**config.mk**
```make
export PLATFORM = sky130hd
export DESIGN_NAME = uart_wb_initiator
export DESIGN_NICKNAME = d
export VERILOG_FILES = /design/src/rtl/uart_wb_initiator_pkg.sv /design/src/rtl/uart_wb_reply.sv /design/src/rtl/uart_wb_initiator.sv
export SDC_FILE = /design/constraint.sdc
export NUM_CORES = 1
export LEC_CHECK = 0
export BUFFER_PORTS_ARGS = -buffer_cell sky130_fd_sc_hd__buf_2
export CAP_MARGIN = 10
export CORE_MARGIN = 2
export CORE_UTILIZATION = 55
export CTS_BUF_LIST = sky130_fd_sc_hd__clkbuf_4 sky130_fd_sc_hd__clkbuf_8
export DETAILED_ROUTE_END_ITERATION = 10
export GPL_TIMING_DRIVEN = 0
export PLACE_DENSITY_LB_ADDON = 0.1
export SLEW_MARGIN = 10
export SYNTH_ARGS = -nofsm -noshare
export SYNTH_HDL_FRONTEND = slang
export SYNTH_HIERARCHICAL = 1
export SYNTH_SLANG_ARGS = --single-unit
```
**constraint.sdc**
```tcl
create_clock -name wb_clk_i -period 2.5 [get_ports wb_clk_i]
set_clock_uncertainty 0.1 [all_clocks]
set_input_delay 0 -clock wb_clk_i [delete_from_list [all_inputs] [get_ports wb_clk_i]]
set_output_delay 0 -clock wb_clk_i [all_outputs]
set_load 0.01 [all_outputs]
```
**src/rtl/uart_wb_initiator_pkg.sv**
```systemverilog
// Shared constants and types for the serial-to-Wishbone initiator.
// Optional abort-on-no-ack behaviour is enabled by defining UART_WB_TIMEOUT_EN.
package uart_wb_initiator_pkg;

  localparam logic [2:0] ST_IDLE  = 3'd0;
  localparam logic [2:0] ST_WDATA = 3'd1;
  localparam logic [2:0] ST_REQ   = 3'd2;
  localparam logic [2:0] ST_WAIT  = 3'd3;
  localparam logic [2:0] ST_REPLY = 3'd4;

  localparam logic [7:0] ACK_BYTE = 8'h06;
  localparam logic [7:0] NAK_BYTE = 8'h15;

  localparam int FRAME_DATA_BYTES = 4;

  typedef struct packed {
    logic [2:0] state;
    logic [1:0] byte_cnt;
  } dbg_t;

  // A single status byte travels in the top lane of the reply word.
  function automatic logic [31:0] single_byte_word(input logic [7:0] b);
    return {b, 24'h000000};
  endfunction

endpackage

```
**src/rtl/uart_wb_reply.sv**
```systemverilog
// Byte serializer: loads a 32-bit word plus a byte count and emits the
// bytes MSB first over a valid/ready handshake.
module uart_wb_reply (
  input  logic        clk_i,
  input  logic        rst_i,
  input  logic        load_i,
  input  logic [31:0] word_i,
  input  logic [2:0]  len_i,
  output logic [7:0]  data_o,
  output logic        valid_o,
  input  logic        ready_i,
  output logic        last_o
);

  logic [31:0] shift_q, shift_d;
  logic [2:0]  cnt_q, cnt_d;

  // Handshake: data_o/valid_o hold steady until a cycle where valid_o and
  // ready_i are both high; that cycle transfers exactly one byte.
  always_comb begin
    shift_d = shift_q;
    cnt_d   = cnt_q;
    if (load_i) begin
      shift_d = word_i;
      cnt_d   = len_i;
    end else if (valid_o && ready_i) begin
      shift_d = {shift_q[23:0], 8'h00};
      cnt_d   = cnt_q - 3'd1;
    end
  end

  always_ff @(posedge clk_i or posedge rst_i) begin
    if (rst_i) begin
      shift_q <= 32'h0;
      cnt_q   <= 3'd0;
    end else begin
      shift_q <= shift_d;
      cnt_q   <= cnt_d;
    end
  end

  assign data_o  = shift_q[31:24];
  assign valid_o = (cnt_q != 3'd0);
  assign last_o  = (cnt_q == 3'd1);

endmodule

```
**src/rtl/uart_wb_initiator.sv**
```systemverilog
// Serial command frames in, one single-beat Wishbone B4 pipelined access out,
// result bytes back. Define UART_WB_TIMEOUT_EN to abort after TIMEOUT cycles.
module uart_wb_initiator
  import uart_wb_initiator_pkg::*;
#(
  parameter int ADDR_WIDTH = 4,
  parameter int TIMEOUT    = 255
) (
  input  logic                  wb_clk_i,
  input  logic                  wb_rst_i,
  input  logic [7:0]            rx_data_i,
  input  logic                  rx_valid_i,
  output logic [7:0]            tx_data_o,
  output logic                  tx_valid_o,
  input  logic                  tx_ready_i,
  output logic                  wb_cyc_o,
  output logic                  wb_stb_o,
  output logic                  wb_we_o,
  output logic [ADDR_WIDTH-1:0] wb_adr_o,
  output logic [31:0]           wb_dat_o,
  input  logic [31:0]           wb_dat_i,
  input  logic                  wb_stall_i,
  input  logic                  wb_ack_i,
  output dbg_t                  dbg_o
);

  logic [2:0]            state_q, state_d;
  logic [1:0]            cnt_q, cnt_d;
  logic                  we_q, we_d;
  logic [ADDR_WIDTH-1:0] adr_q, adr_d;
  logic [31:0]           dat_q, dat_d;

  logic        rep_load;
  logic [31:0] rep_word;
  logic [2:0]  rep_len;
  logic        rep_last;
  logic        tx_fire;
  logic        in_bus;
  logic        tmo_hit;
  logic        unused_rsvd;

  assign in_bus      = (state_q == ST_REQ) || (state_q == ST_WAIT);
  assign tx_fire     = tx_valid_o && tx_ready_i;
  // Reserved command bits carry no meaning and are deliberately dropped.
  assign unused_rsvd = ^rx_data_i;

`ifdef UART_WB_TIMEOUT_EN
  localparam int TW = ($clog2(TIMEOUT + 1) > 8) ? $clog2(TIMEOUT + 1) : 8;

  logic [TW-1:0] tmo_q, tmo_d;

  // Zero outside the bus phase, so every entry into REQ starts from zero.
  always_comb begin
    tmo_d = '0;
    if (in_bus) tmo_d = tmo_q + TW'(1);
  end

  always_ff @(posedge wb_clk_i or posedge wb_rst_i) begin
    if (wb_rst_i) tmo_q <= '0;
    else          tmo_q <= tmo_d;
  end

  assign tmo_hit = in_bus && (tmo_q == TW'(TIMEOUT - 1));
`else
  logic unused_timeout;
  assign unused_timeout = (TIMEOUT == 0);
  assign tmo_hit        = 1'b0;
`endif

  always_comb begin
    state_d  = state_q;
    cnt_d    = cnt_q;
    we_d     = we_q;
    adr_d    = adr_q;
    dat_d    = dat_q;
    rep_load = 1'b0;
    rep_word = 32'h0;
    rep_len  = 3'd0;
    case (state_q)
      ST_IDLE: begin
        if (rx_valid_i) begin
          we_d    = rx_data_i[7];
          adr_d   = rx_data_i[ADDR_WIDTH-1:0];
          cnt_d   = 2'd0;
          state_d = rx_data_i[7] ? ST_WDATA : ST_REQ;
        end
      end
      ST_WDATA: begin
        if (rx_valid_i) begin
          dat_d = {dat_q[23:0], rx_data_i};
          cnt_d = cnt_q + 2'd1;
          if (cnt_q == 2'(FRAME_DATA_BYTES - 1)) state_d = ST_REQ;
        end
      end
      ST_REQ, ST_WAIT: begin
        // An ack in the accepting REQ cycle completes the access directly.
        if (wb_ack_i && ((state_q == ST_WAIT) || !wb_stall_i)) begin
          rep_load = 1'b1;
          rep_word = we_q ? single_byte_word(ACK_BYTE) : wb_dat_i;
          rep_len  = we_q ? 3'd1 : 3'(FRAME_DATA_BYTES);
          state_d  = ST_REPLY;
        end else if (tmo_hit) begin
          rep_load = 1'b1;
          rep_word = single_byte_word(NAK_BYTE);
          rep_len  = 3'd1;
          state_d  = ST_REPLY;
        end else if ((state_q == ST_REQ) && !wb_stall_i) begin
          state_d = ST_WAIT;
        end
      end
      ST_REPLY: begin
        if (tx_fire && rep_last) state_d = ST_IDLE;
      end
      default: state_d = ST_IDLE;
    endcase
  end

  always_ff @(posedge wb_clk_i or posedge wb_rst_i) begin
    if (wb_rst_i) begin
      state_q <= ST_IDLE;
      cnt_q   <= 2'd0;
      we_q    <= 1'b0;
      adr_q   <= '0;
      dat_q   <= 32'h0;
    end else begin
      state_q <= state_d;
      cnt_q   <= cnt_d;
      we_q    <= we_d;
      adr_q   <= adr_d;
      dat_q   <= dat_d;
    end
  end

  uart_wb_reply u_reply (
    .clk_i   (wb_clk_i),
    .rst_i   (wb_rst_i),
    .load_i  (rep_load),
    .word_i  (rep_word),
    .len_i   (rep_len),
    .data_o  (tx_data_o),
    .valid_o (tx_valid_o),
    .ready_i (tx_ready_i),
    .last_o  (rep_last)
  );

  // Bus strobes decode straight from state so reset drops them at once.
  assign wb_cyc_o = in_bus;
  assign wb_stb_o = (state_q == ST_REQ);
  assign wb_we_o  = we_q;
  assign wb_adr_o = adr_q;
  assign wb_dat_o = dat_q;

  assign dbg_o.state    = state_q;
  assign dbg_o.byte_cnt = cnt_q;

endmodule

```
======== Word level (Yosys, flattened, before mapping) ========
Index checks and enable logic that the tools add are counted.
word-level totals
  bits in registers ....................... 77
  latch bits .............................. 0
  bits in writable memories ............... 0
  memory bits (read-only) ................. 0
  output and inout bits ................... 53
  memories ................................ 0
cells by class
  $add $sub $neg .......................... 2
  $mul .................................... 0
  div/mod/pow operators ................... 0
  magnitude comparators ................... 0
  eq/ne operators ......................... 11
  shift operators ......................... 0
  muxes and demuxes ....................... 23
  bitwise logic cells ..................... 0
  reduce and logical (&&, ||, !) cells .... 16
operator list
  operator                                                                count
  32-bit 2-to-1 mux                                                       5
  3-bit 2-to-1 mux                                                        11
  3-bit one-hot mux with 4 select lines                                   1
  2-bit != test (second input constant)                                   4
  3-bit by 1-bit equality test with 1-bit output (second input constant)  2
  3-bit by 2-bit equality test with 1-bit output (second input constant)  2
  2-bit 2-to-1 mux                                                        3
  5-bit AND reduction                                                     1
  1-bit logical AND                                                       4
  2-bit one-hot mux with 2 select lines                                   1
  2-bit AND reduction                                                     2
  2-bit nonzero test                                                      2
  3-bit equality test (second input constant)                             1
  3-bit logical NOT                                                       1
  3-bit != test (second input constant)                                   1
  3-bit AND reduction                                                     1
  3-bit nonzero test                                                      1
  3-bit by 1-bit subtractor with 3-bit output (second input constant)     1
  2-bit by 1-bit adder with 2-bit output (second input constant)          1
  2-bit equality test (second input constant)                             1
  1-bit logical OR                                                        2
  1-bit 2-to-1 mux                                                        2
  2-bit OR reduction                                                      1
  1-bit logical NOT                                                       1

======== Depth between registers and ports, before layout ========
Gate-level depths: netlist (run 1).
  depth in word-level cells ............... 6
  mapped depth ............................ 10

======== Hierarchy ========
Netlist (run 1), hierarchy kept.
by module, submodules not included
  module             times used  cells each  area each (um^2)  sequential area each (um^2)
  uart_wb_initiator  1           154         2042.0            1051.0
  uart_wb_reply      1           176         1830.5            875.8

======== Worst setup path after synthesis (run 1) ========
No wires, ideal clock.
  path type ............................... register to register
  from .................................... reg state_q[0]
  to ...................................... reg u_reply.shift_q[17]
  data arrival time ....................... 1.756 ns
  required time ........................... 2.274 ns
  path slack .............................. 0.518 ns
  cell stages (with the launch flop) ...... 9
  buffers on the path ..................... 2
  clock period less this slack ............ 1.982 ns
  cell sequence ........................... dfrtp_1 > clkbuf_2 > nand2b_1 > nand2_1 > nor2_1 > buf_2 > nand2b_1 > nor3_1 > a221o_1
between the ends
  word-level cells in the longest chain between the ends .. 6
ends and longest elaborated chain
  element                                                  line                                              text
  start, declared                                          uart_wb_initiator.sv:27                           logic [2:0] state_q, state_d;
  start signal, assigned                                   uart_wb_initiator.sv:126                          state_q <= state_d;
  3-bit by 2-bit equality test with 1-bit output           uart_wb_initiator.sv:79, uart_wb_initiator.sv:97
  1-bit logical OR                                         uart_wb_initiator.sv:97                           if (wb_ack_i && ((state_q == ST_WAIT) || !wb_stall_i)) begin
  1-bit logical AND                                        uart_wb_initiator.sv:97
  1-bit 2-to-1 mux                                         uart_wb_initiator.sv:97
  1-bit 2-to-1 mux (*)                                     uart_wb_initiator.sv:79                           case (state_q)
  named net rep_load                                       uart_wb_initiator.sv:33                           logic rep_load;
  32-bit 2-to-1 mux or 2-bit nonzero test (tied branches)  n/a
  end signal, assigned                                     uart_wb_reply.sv:37                               shift_q <= shift_d;
  end, declared                                            uart_wb_reply.sv:15                               logic [31:0] shift_q, shift_d;
The timed path passes the listed nets; every way through them passes the cells marked *.
A chain may end at the register's enable or synchronous reset.

======== Worst setup path in the final report (run 1) ========
  from .................................... reg state_q[0]
  to ...................................... reg u_reply.shift_q[25]
The elaborated chain is that of the path after synthesis.

==> results.toml, run 1 <==
[setup_path]
required_ns = 2.66
path_class = "flop to flop"
crit_path_end_kind = "flop"
cp_common_cell = "buf_2"
cp.buffers_inverters = 3
crit_family = "buffers and inverters"
crit_arrival_ns = 2.43
slowest_delay_ns = 0.39
crit_path_max_fanout = 12
cpMaxStageDelayCell = "nor2_2"
reg2reg_from = "state_q[0]"
setup.worst_path.start_class = "flop"
crit_chain = "clkbuf_2, nand2b_1, nand2_1, nor2_2, buf_2, buf_2, a31oi_1, a21oi_1"
critPathLaunch = "state_q[0]"

[synth]
synth.most_common_cell = "dfrtp_1"
ys_types = 41
synthMuxAreaShare_pct = 13.9
syn_avg_cell_area_sq_um = 11.7
synth_compound_gate_area_share_pct = 12.5
syn_inst = 330
synth_area_sq_mm = 0.00387
yosysWarnings = 6
ys_seq_area_share_pct = 49.8
dominantRegCellSynth = "dfrtp_1"
synth-simple-area-share_pct = 16.2
synth_fa_ha_area_share_pct = 1.29
synth_commonest_cells = "dfrtp_1, and2_1, mux2_4, nor2b_1"
yosys-top-cells-area = "dfrtp_1, mux2_4, and2_1"
ys_ff_latch = 77
synth_xor_area_share_pct = 0
synth_edf_count = 0
postSynth.asyncResetShare_pct = 100
synth_top_area_share_pct = 49.8
syn-num-nets = 380
netlist.top_cell.by_area = "dfrtp_1"
synth_top_family_by_area = "simple AND/OR/NAND/NOR gates"

[routing]
drt_first_pass_iters = 4
vias_per_cell = 5.26
drt-initial-drc-count = 130
route.detailed.drc = 0
wire_per_inst_um = 15.8
routed_wl_um = 9300
final_antenna_net_count = 0
dr_total_vias = 3085

[die]
fp.dieArea_sq_mm = 0.00773
die_h_um = 87.9
io_pins = 99
floorplan.initialDensity_pct = 57.0
rows = 30
fp.dieW_um = 87.9
coreArea_sq_mm = 0.00679

[cells_and_area]
seqCellArea_sq_mm = 0.00193
nets = 536
diodes = 0
multi_input_area_sq_mm = 0.00171
fillers = 464
area_delta_synth_final_pct = 34.8
drive_gt1_share_pct = 38.9
stdcell_count = 587

[placement]
routabilityCongestion = 0.905
io_buffers = 98
dp.final_hpwl_um = 6100
dp_cells = 525

[pwr]
p_leak_nw = 2.61
ir_drop_mv = 0.682
p_per_area_mw_per_mm2 = 1090
p_total_mw = 5.70

[sta]
finalSetupViolations = 0
period_share_pct = 90.7
fmax_mhz = 441
setup_tns_ns = 0
rsz0062_at_grt = "no"
relSlewSlack_pct = 48.4
final_hold_viol_count = 0
worstMarginPinSlew_ns = 0.774
fin_crit_ns = 2.27
slew_violations = 0

[worst_hold_path]
min_from = "tx_ready_i"
hp-class = "input pin to flop"

[clock_network]
cts_root_buffer = "clkbuf_8"
cts_tree = "built"
path_clk_slew_ns = 0.07
htree_num_levels = 3
clockBufferDepth = 2
cts_sinks = 77
cts_made_buffers = 9
clock_latency_ns = 0.35

[global_route]
grt_max_degree = 41
antenna_found_initial = 0
first_global_vias = 3054
met2_usage_pct = 40.1
grtUsageMet1_pct = 35.3
grt_usage_pct = 25.3
gr-usage-met3_pct = 5.00
grt_overflow = 0
grt_busiest_layer = "met2"
grt_pass1_wl_um = 14900

[job]
drv_cap = 0

[status]
run_status = "finished, final reports clean"
==> cells by family (layout without fill, tap and decap cells) <==
logic type | after synthesis | in the layout
AO/OA/AOI/OAI | 66 | 66
adder cells (fa/ha/maj) | 4 | 4
buffers and inverters | 37 | 198
flip-flops | 77 | 77
multiplexers | 38 | 38
other | 1 | 1
AND/OR/NAND/NOR | 107 | 107
==> worst min-delay path: stages <==
cell       delay (ns)
buf_2            0.12
nand3_1          0.09
and3_1           0.22
a2111oi_2        0.05
==> where the power goes <==
| part | internal, mW | total, mW | switching [mW] |
|---|---|---|---|
| clock | 0.705 | 1.17 | 0.461 |
| sequential | 1.70 | 2.02 | 0.318 |
| combinational | 1.32 | 2.52 | 1.20 |
| total | 3.72 | 5.70 | 1.98 |
==> through the flow <==
step | utilization (%) | area, sq um | setup slack, ns | hold slack [ns]
finish | 76.8 | 5220 | 0.232 | 0.0774
CTS | 76.8 | 5220 | 0.0359 | 0.0551
global placement | 66.0 | 4480 | 0.114 | 0.132
detailed placement | 66.3 | 4500 | 0.0627 | -0.218
global route | 76.8 | 5220 | 0.00875 | 0.0752
floorplan | - | 3870 | 0.518 | 0.0480
==> sequential cells by signal, summed over array words and instances, names as in the netlist <==
| signal | count |
|---|---|
| u_reply/shift_q | 32 |
| wb_dat_o | 32 |
| wb_adr_o | 4 |
| state_q | 3 |
| u_reply/cnt_q | 3 |
| cnt_q | 2 |
| wb_we_o | 1 |
==> final timing paths <==
check,end,slack [ns],depth (start not counted)
min reg2reg,wb_adr_o[3],0.41,1
max,u_reply/shift_q[25],0.23,8
min,state_q[0],0.08,4
max in group asynchronous,state_q[0],1.35,5
min in group asynchronous,u_reply/shift_q[20],0.25,3
max reg2reg,u_reply/shift_q[25],0.23,8
==> layout make-up <==
class / instances / share of cell area [%]
multi-input cells: 216 / 32.7
clock buffers: 11 / 2.78
repair buffers: 145 / 18.6
flip-flops and latches: 77 / 36.9
plain buffers: 30 / 4.00
well taps: 96 / 2.30
inverters: 7 / 0.647
clock inverters: 5 / 2.06
==> metal layers <==
| layer | vias up | wire [um] |
|---|---|---|
| li1 | 1461 | - |
| met1 | 1505 | 4120 |
| met2 | 108 | 4540 |
| met3 | 11 | 542 |
| met4 | 0 | 98 |
| met5 | - | 0 |
==> timing repair <==
item,4_1_cts,5_1_grt
buffers inserted,0,0
hold endpoints to repair,126,0
resized for setup,0,1
hold buffers,46,0
setup endpoints to repair,0,34
==> layout by cell type (no fill, tap or decap), drive strengths merged, types with 2 or more instances in the layout <==
cell type and n:
buf 125, dfrtp 77, dlygate4sd3 46, mux2 37
and2 31, nor2b 25, a21oi 17, a221o 17
clkbuf 15, nand2b 14, nand2 10, o21ai 10
nor3 10, nor2 9, a22o 8, a31oi 7
inv 7, ha 4, bufinv 3, and3 2
nand3 2, o21a 2, clkinv 2
No activity file was read; power rests on OpenSTA's default activity.
==> run 2: changes to the inputs <==
--- a/config.mk
+++ b/config.mk
@@ -8,7 +8,7 @@
 export BUFFER_PORTS_ARGS = -buffer_cell sky130_fd_sc_hd__buf_2
 export CAP_MARGIN = 10
 export CORE_MARGIN = 2
-export CORE_UTILIZATION = 55
+export CORE_UTILIZATION = 40
 export CTS_BUF_LIST = sky130_fd_sc_hd__clkbuf_4 sky130_fd_sc_hd__clkbuf_8
 export DETAILED_ROUTE_END_ITERATION = 10
 export GPL_TIMING_DRIVEN = 0
==> results.toml, run 2 (synthesis results as in run 1) <==
[routing]
wire_per_inst_um = 15.4
vias_per_cell = 4.85
routed_wl_um = 9540
final_antenna_net_count = 0
drt_first_pass_iters = 4
drt-initial-drc-count = 119
route.detailed.drc = 0
dr_total_vias = 3004

[setup_path]
setup.worst_path.start_class = "flop"
crit_path_end_kind = "flop"
required_ns = 2.65
path_class = "flop to flop"
r2r_setup_slack_ns = 0.24
cpMaxStageDelayCell = "nor2_2"
reg2reg_from = "state_q[0]"
worstRegToRegCells = 8
crit_path_max_fanout = 12
critPathLaunch = "state_q[0]"
cp_common_cell = "buf_2"
r2r_end = "u_reply/shift_q[24]"
slowest_delay_ns = 0.37
crit_arrival_ns = 2.40
crit_chain = "clkbuf_2, nand2b_1, nand2_1, nor2_2, buf_2, buf_2, nor2b_1, a21oi_1"

[die]
rows = 35
floorplan.initialDensity_pct = 41.5
fp.dieArea_sq_mm = 0.0105
die_h_um = 102
coreArea_sq_mm = 0.00933
io_pins = 99
fp.dieW_um = 102

[global_route]
grt_overflow = 0
gr-usage-met3_pct = 4.86
met2_usage_pct = 27.0
antenna_found_initial = 0
grt_pass1_wl_um = 15000
grt_busiest_layer = "met1"
grtUsageMet1_pct = 27.9
first_global_vias = 2842
grt_max_degree = 36
grt_usage_pct = 18.9

[sta]
setup_ws_ns = 0.243
worstMarginPinSlew_ns = 0.790
period_share_pct = 90.3
final_hold_viol_count = 0
setup_tns_ns = 0
relSlewSlack_pct = 47.2
rsz0062_at_grt = "no"
fmax_mhz = 443
slew_violations = 0
fin_crit_ns = 2.26
whs_ns = 0.0359
finalSetupViolations = 0

[cells_and_area]
drive_gt1_share_pct = 39.0
final_cell_area_sq_mm = 0.00520
diodes = 0
final_common_cell = "buf_2"
nets = 535
area_delta_synth_final_pct = 34.3
final_cell_mix = "buf_2, dfrtp_1, dlygate4sd3_1"

[pwr]
ir_drop_mv = 0.486
p_per_area_mw_per_mm2 = 1060
p_leak_nw = 2.58

[clock_network]
cts_sinks = 77
clock_latency_ns = 0.36
cts_tree = "built"
cts_root_buffer = "clkbuf_8"
cts_made_buffers = 9
clockBufferDepth = 2
path_clk_slew_ns = 0.09
htree_num_levels = 3

[placement]
io_buffers = 98
routabilityCongestion = 0.808
place_area_sq_mm = 0.00454
place_ws_ns = 0.0728
dp.final_hpwl_um = 6470

[worst_hold_path]
min_from = "tx_ready_i"
hp-class = "input pin to flop"
hold_depth = 4
hold_end = "state_q[0]"

[status]
run_status = "finished, final reports clean"

[job]
drv_cap = 0
==> run 2: changes by cell type in the layout (fill, tap and decap cells not counted), sizes merged <==
cell / delta
inv: +4
bufinv: -2
clkbuf: -2
clkinv: -1
clkinvlp: +1
dlygate4sd3: -1
==> run 2: what timing repair did <==
action | 4_1_cts | 5_1_grt
endpoints found under the setup margin | 0 | 34
buffers inserted | 0 | 0
gates resized for setup | 0 | 1
hold buffers | 45 | 0
hold endpoints to repair | 126 | 0
==> run 2: critical path, delay by kind of cell, from the launching register on <==
kind            cells  cell delay [ns]
simple gates        4             0.85
compound gates      1             0.05
flops               1             0.35
buf+inv             3             0.80
==> run 2: worst max-delay path by stage <==
stage                          endpoint  slack (ns)  cells past startpoint
global route        u_reply/shift_q[25]        0.03                      8
finish              u_reply/shift_q[24]        0.24                      8
floorplan           u_reply/shift_q[17]        0.52                      8
CTS                 u_reply/shift_q[19]        0.05                      8
global placement    u_reply/shift_q[24]        0.08                      8
detailed placement  u_reply/shift_q[19]        0.07                      8
==> run 2: per-stage QoR <==
stage / util [%] / power (mW) / cells
final: 55.8 / 5.52 / 619
after global routing: 55.8 / 5.91 / 619
after CTS: 55.7 / 5.57 / 619
after detailed placement: 48.7 / 4.51 / 558
after global placement: 48.5 / 4.46 / 557
after floorplan: - / 3.70 / 330
==> run 2: routing by layer <==
metal	vias up	wire length, um
li1	1462	-
met1	1450	4730
met2	72	4190
met3	20	426
met4	0	187
met5	-	0
==> run 2: layout make-up <==
class | instances | area [sq um]
fill | 837 | 4130
multi-input combinational | 216 | 1710
timing repair buffer | 144 | 961
tap | 129 | 161
inverter | 7 | 33.8
clock buffer | 9 | 124
sequential | 77 | 1930
buffer | 30 | 209
clock inverter | 7 | 80.1
==> run 2: report_power, final <==
group | switching [mW] | internal, mW | leakage (nW)
Sequential | 0.308 | 1.70 | 0.986
Combinational | 1.21 | 1.32 | 1.50
Clock | 0.510 | 0.477 | 0.103
